### src/rtl/ewh_pkg.sv
// rtl/ewh_pkg.sv - shared state encoding, constants and saturating helper for the target hit detector
package ewh_pkg;

    typedef enum logic [1:0] {
        IDLE   = 2'd0,
        ARMING = 2'd1,
        WATCH  = 2'd2,
        HIT    = 2'd3
    } ewh_state_e;

    localparam logic [3:0] NO_TARGET = 4'hF;
    localparam int         CNT_W     = 16;

    function automatic logic [CNT_W-1:0] sat_inc(input logic [CNT_W-1:0] value);
        return (&value) ? value : value + 1'b1;
    endfunction

endpackage

### src/rtl/sensor_debounce.sv
// rtl/sensor_debounce.sv - two-flop synchronizer and debounce filter for one photo sensor bit
module sensor_debounce #(
    parameter int DEBOUNCE_CYCLES = 16
) (
    input  logic clock,
    input  logic reset,
    input  logic pin,
    output logic filtered
);

    localparam int            CW       = (DEBOUNCE_CYCLES > 1) ? $clog2(DEBOUNCE_CYCLES) : 1;
    localparam logic [CW-1:0] CNT_LAST = CW'(DEBOUNCE_CYCLES - 1);

    logic          sync1;
    logic          sync2;
    logic [CW-1:0] cnt;

    // The counter only runs while the synchronized bit disagrees with the filtered bit.
    always_ff @(posedge clock) begin
        if (reset) begin
            sync1    <= 1'b0;
            sync2    <= 1'b0;
            filtered <= 1'b0;
            cnt      <= '0;
        end else begin
            sync1 <= pin;
            sync2 <= sync1;
            if (sync2 == filtered) begin
                cnt <= '0;
            end else if (cnt == CNT_LAST) begin
                filtered <= ~filtered;
                cnt      <= '0;
            end else begin
                cnt <= cnt + 1'b1;
            end
        end
    end

endmodule

### src/rtl/target_hit_detector.sv
// rtl/target_hit_detector.sv - per-channel laser hit detector; miss reporting under TARGET_HIT_MISS_EN
module target_hit_detector
    import ewh_pkg::*;
#(
    parameter int NUM_SENSORS     = 10,
    parameter int TARGET_W        = 4,
    parameter int DEBOUNCE_CYCLES = 16,
    parameter int ARM_DELAY       = 8
) (
    input  logic                   clock,
    input  logic                   reset,
    input  logic [NUM_SENSORS-1:0] photo_array,
    input  logic [TARGET_W-1:0]    target_active,
    input  logic                   hit_clear,
    output logic                   active_is_hit,
    output logic                   armed,
    output logic [CNT_W-1:0]       hit_count,
    output logic                   miss_pulse,
    output logic [CNT_W-1:0]       miss_count
);

    localparam int                AW        = (ARM_DELAY > 1) ? $clog2(ARM_DELAY) : 1;
    localparam logic [AW-1:0]     ARM_LAST  = AW'(ARM_DELAY - 1);
    localparam logic [TARGET_W:0] NUM_LIMIT = (TARGET_W + 1)'(NUM_SENSORS);

    logic [NUM_SENSORS-1:0] filtered;
    logic [NUM_SENSORS-1:0] filtered_d;
    logic [NUM_SENSORS-1:0] rise;
    logic [NUM_SENSORS-1:0] target_mask;
    logic [TARGET_W-1:0]    target_reg;
    logic                   target_change;
    logic                   new_valid;
    logic                   target_hit;
    ewh_state_e             state, state_n;
    logic [AW-1:0]          arm_cnt, arm_cnt_n;
    logic                   hit_inc;
    logic [CNT_W-1:0]       hit_count_q;

    for (genvar i = 0; i < NUM_SENSORS; i++) begin : g_sensor
        sensor_debounce #(
            .DEBOUNCE_CYCLES(DEBOUNCE_CYCLES)
        ) u_debounce (
            .clock   (clock),
            .reset   (reset),
            .pin     (photo_array[i]),
            .filtered(filtered[i])
        );
    end

    assign rise          = filtered & ~filtered_d;
    assign target_change = (target_reg != target_active);
    assign new_valid     = ({1'b0, target_active} < NUM_LIMIT);

    // Compare-based select so an out-of-range target never indexes the sensor vector.
    always_comb begin
        target_mask = '0;
        for (int i = 0; i < NUM_SENSORS; i++) begin
            target_mask[i] = (target_reg == TARGET_W'(i));
        end
    end

    assign target_hit = |(rise & target_mask);

`ifdef TARGET_HIT_MISS_EN
    logic             other_rise;
    logic             miss_inc;
    logic             miss_pulse_q;
    logic [CNT_W-1:0] miss_count_q;

    assign other_rise = |(rise & ~target_mask);
    assign miss_inc   = (state == WATCH) && !target_change && other_rise;
    assign miss_pulse = miss_pulse_q;
    assign miss_count = miss_count_q;

    always_ff @(posedge clock) begin
        if (reset) begin
            miss_pulse_q <= 1'b0;
            miss_count_q <= '0;
        end else begin
            miss_pulse_q <= miss_inc;
            if (miss_inc) begin
                miss_count_q <= sat_inc(miss_count_q);
            end
        end
    end
`else
    assign miss_pulse = 1'b0;
    assign miss_count = '0;
`endif

    // A target change overrides everything, which also drops a coincident hit.
    always_comb begin
        state_n   = state;
        arm_cnt_n = arm_cnt;
        hit_inc   = 1'b0;
        if (target_change) begin
            state_n   = new_valid ? ARMING : IDLE;
            arm_cnt_n = '0;
        end else begin
            case (state)
                IDLE: state_n = IDLE;
                ARMING: begin
                    if (arm_cnt == ARM_LAST) begin
                        state_n = WATCH;
                    end else begin
                        arm_cnt_n = arm_cnt + 1'b1;
                    end
                end
                WATCH: begin
                    if (target_hit) begin
                        state_n = HIT;
                        hit_inc = 1'b1;
                    end
                end
                HIT: begin
                    if (hit_clear) begin
                        state_n = WATCH;
                    end
                end
                default: state_n = IDLE;
            endcase
        end
    end

    always_ff @(posedge clock) begin
        if (reset) begin
            state       <= IDLE;
            arm_cnt     <= '0;
            target_reg  <= TARGET_W'(NO_TARGET);
            filtered_d  <= '0;
            hit_count_q <= '0;
        end else begin
            state      <= state_n;
            arm_cnt    <= arm_cnt_n;
            target_reg <= target_active;
            filtered_d <= filtered;
            if (hit_inc) begin
                hit_count_q <= sat_inc(hit_count_q);
            end
        end
    end

    assign active_is_hit = (state == HIT);
    assign armed         = (state == WATCH);
    assign hit_count     = hit_count_q;

endmodule

### config.mk
export PLATFORM = sky130hd
export DESIGN_NAME = target_hit_detector
export DESIGN_NICKNAME = d
export VERILOG_FILES = /design/src/rtl/ewh_pkg.sv /design/src/rtl/sensor_debounce.sv /design/src/rtl/target_hit_detector.sv
export SDC_FILE = /design/constraint.sdc
export NUM_CORES = 1
export LEC_CHECK = 0
export CAP_MARGIN = 30
export CELL_PAD_IN_SITES_DETAIL_PLACEMENT = 2
export CELL_PAD_IN_SITES_GLOBAL_PLACEMENT = 2
export CORE_MARGIN = 4
export CORE_UTILIZATION = 35
export DETAILED_ROUTE_END_ITERATION = 10
export DONT_BUFFER_PORTS = 1
export GPL_TIMING_DRIVEN = 0
export PLACE_DENSITY = 0.8
export SYNTH_ARGS = -nofsm -noshare
export SYNTH_HDL_FRONTEND = slang
export SYNTH_SLANG_ARGS = --single-unit
### constraint.sdc
create_clock -name clock -period 3.7 [get_ports clock]
set_clock_uncertainty 0.15 [all_clocks]
set_input_delay 1.11 -clock clock [delete_from_list [all_inputs] [get_ports clock]]
set_output_delay 1.11 -clock clock [all_outputs]
set_load 0.01 [all_outputs]
==> out/metrics.csv <==
stage,metric,value,unit
timing,finalSetupTns,0,ns
place,dpl_worst_slack,0.598,ns
timing,setup_viol,0,
place,portBuffers,0,
setup_path,r2r_start,hit_count[0],
setup_path,path_cells,"xnor2_1, nand4_1, a2111oi_4, nand2_2, buf_6, buf_2, o21ai_1, a21oi_1",
floorplanning,dieArea,13800,um^2
routing,ant_nets,0,
routing,drt_iter0_drc,60,
floorplanning,initial_core_util,36.2,%
pwr,total_power,2.10,mW
routing,wl_per_cell,15.8,um
routing,drc_errors,0,
setup_path,crit_fanout,10,
pwr,power_switching,0.461,mW
clocking,cts_tree,yes,
routing,vias,2999,
pwr,switching_share,22.0,%
floorplanning,core.rowCount,39,
floorplanning,die_y,117,um
final_layout,final_util,40.5,%
logic_synthesis,ys_types,42,
pwr,leakagePower,1.77,nW
worst_hold_path,hold_start,g_sensor[9].u_debounce.sync1,
logic_synthesis,ys_seq_area_share,50.2,%
worst_hold_path,whs_path_depth,1,
final_layout,top_register,g_sensor.u_debounce.cnt,
setup_path,slowest_delay,0.50,ns
timing,whs,0.300,ns
floorplanning,ioPinCount,52,
clocking,cts_buffer_depth,2,
setup_path,startpoint_type,input port,
setup_path,reg2regPathDepth,9,
timing,max_slew_margin,50.7,%
logic_synthesis,synthXorXnorAreaFrac,7.94,%
global_routing,grt_usage,14.4,%
pwr,clock_power_share,41.2,%
setup_path,slowest_stage,a2111oi_4,
global_routing,gr-total-overflow,0,
pwr,internal_power,1.64,mW
global_routing,antenna_found_initial,0,
timing,setup_ws,0.877,ns
final_layout,nets,488,
routing,vias_per_cell,4.96,
pwr,comb_power_share,3.7,%
timing,drv_slew,0,
logic_synthesis,syn_inst,431,
clocking,htree_levels,3,
clocking,cts_hold_buffers,0,
timing,min_period,2.82,ns
clocking,cts_resized,0,
logic_synthesis,async_reset_ff_share,0,%
timing,tightestPinTransition,0.733,ns
run_status,outcome,"complete, no violations",
logic_synthesis,muxShareOfSynthArea,3.34,%
run,cap_viol_max_count,0,
clocking,cts.clk_slew.worst_paths,0.07,ns
pwr,powerDensity,448,nW/um^2
pwr,irDropWorstVdd,0.000245,V
timing,grt_setup_unrepaired,false,
clocking,clk_latency,0.34,ns
final_layout,largest_reg_flops,40,
worst_hold_path,whs_endpoint,g_sensor[9].u_debounce.sync2,
logic_synthesis,syn_avg_cell_area,9.72,um^2
setup_path,critical_path_arrival,2.87,ns
floorplanning,fp.dieW,117,um
logic_synthesis,ys.flop_type,dfxtp_1,
final_layout,layout-drive-gt1-share,8.01,%
pwr,seq_power_share,55.1,%
floorplanning,coreArea,11600,um^2
logic_synthesis,netlist_area,4190,um^2
timing,timing.fmax,0.354,GHz
timing,hold_viol,0,
routing,drtPass1Iterations,4,
place,dp_hpwl,7.10,mm
global_routing,grt_pass1_vias,3255,
logic_synthesis,synth_top_family_by_area,simple AND/OR/NAND/NOR gates,
timing,finalCritPeriodShare,76.3,%
routing,wl,9.58,mm
final_layout,insertedDiodeCount,0,
setup_path,cp.required,3.75,ns
setup_path,r2r-end,hit_count[1],
setup_path,crit_type,in2reg,
logic_synthesis,ys_warn_count,0,
logic_synthesis,synth_seq_cells,105,
global_routing,grt_pass1_wl,16.2,mm
clocking,cts_sinks,105,
global_routing,grt_max_degree,17,
place,gp_congestion,0.831,
logic_synthesis,synth_compound_area_share,4.66,%
worst_hold_path,hold_class,reg2reg,
setup_path,end_kind,flip-flop,
logic_synthesis,synth_fa_ha_area_share,3.88,%
setup_path,r2r_slack,1.07,ns
clocking,clock_tree.root_cell,clkbuf_16,
logic_synthesis,synth-simple-area-share,24.5,%
clocking,post-cts-setup-buffer-count,0,
clocking,numCtsBuffers,9,
final_layout,syn2layout_area_growth,11.9,%
logic_synthesis,synth_edf_count,0,
layout make-up:
class / count / area (um^2)
Fill cell: 1271 / 6880
Buffer: 28 / 186
Inverter: 11 / 41.3
Multi-Input combinational cell: 303 / 1920
Clock inverter: 4 / 27.5
Clock buffer: 11 / 233
Sequential cell: 105 / 2100
Tap cell: 143 / 179
layout by cell type (no fill, tap or decap), types with 3 or more instances in the layout:
master,n
a21oi_1,13
and2_1,4
and3_1,15
buf_4,17
clkbuf_1,9
clkbuf_16,9
conb_1,17
dfxtp_1,105
ha_1,13
inv_1,11
mux2i_1,14
nand2_1,6
nand3_1,19
nand4_1,7
nor2_1,62
nor2b_1,31
nor3_1,3
nor3b_1,4
o21ai_1,9
or2_1,5
or3_1,18
xnor2_1,26
xor2_1,12
critical path, delay by kind of cell:
family          cells  cell delay, ns
compound gates      3            0.76
simple gates        2            0.46
buf+inv             2            0.37
xor+xnor            1            0.16
power by group through the flow:
stage	Sequential [mW]	Combinational [mW]	Clock [mW]
2_1_floorplan	1.18	0.0633	0
3_3_place_gp	1.18	0.0743	0
3_5_place_dp	1.18	0.0777	0
4_1_cts	1.16	0.0786	0.895
5_1_grt	1.16	0.0886	0.947
6_report	1.16	0.0783	0.864
how the worst max path moves through the flow:
| stage | end | slack [ns] | startpoint | cells after the start |
|---|---|---|---|---|
| after CTS | hit_count[5] | 0.90 | target_active[1] | 6 |
| after global routing | hit_count[15] | 0.68 | target_active[1] | 8 |
| after global placement | hit_count[6] | 0.65 | target_active[3] | 8 |
| after floorplan | hit_count[5] | 0.91 | target_active[1] | 6 |
| after detailed placement | hit_count[5] | 0.60 | target_active[1] | 6 |
| final | hit_count[15] | 0.88 | target_active[1] | 8 |
per-stage QoR:
step	cells	cell area [um^2]
after floorplan	447	4250
after global placement	590	4430
after detailed placement	590	4430
after CTS	605	4690
after global routing	605	4690
final	605	4690
layer usage:
layer	routed length [um]	GRT usage (%)	vias to the layer above	share of wire [%]
met5	0	0	-	0
met4	160	5.57	0	1.7
met3	276	2.74	11	2.9
met2	5090	26.7	40	53
met1	4060	16.2	1473	42
li1	-	-	1475	-
synth_stat cells (2+ instances only):
master    instances  area (um^2)
nand2_1           6         22.5
xor2_1           12          105
and2_1            4         25.0
or2_1             5         31.3
nand3_1          19         95.1
buf_4            17          128
a31oi_1           2         12.5
nor2b_1          31          194
buf_2             2         10.0
buf_6             2         22.5
nor3_1            3         15.0
nor2_1           62          233
clkbuf_1          7         26.3
nor3b_1           4         30.0
o31ai_1           2         15.0
or3_1            18          113
and3b_1           2         17.5
ha_1             13          163
nor4_1            2         12.5
nor4bb_1          2         20.0
or4_1             2         15.0
nand4_1           7         43.8
xnor2_1          26          228
mux2i_1          14          140
a21oi_1          13         65.1
inv_1            11         41.3
o21ai_0           2         10.0
o21ai_1           9         45.0
dfxtp_1         105         2100
and3_1           15         93.8
cell families (layout without fill, tap and decap cells):
group / count (synthesis) / after routing
other: 1 / 17
and+or+nand+nor: 190 / 190
muxes: 14 / 14
xor gates and xnor gates: 38 / 38
AOI/OAI and AO/OA: 31 / 31
buffers and inverters: 39 / 54
DFF: 105 / 105
adders and majority gates: 13 / 13
No activity file was read; power rests on OpenSTA's default activity.
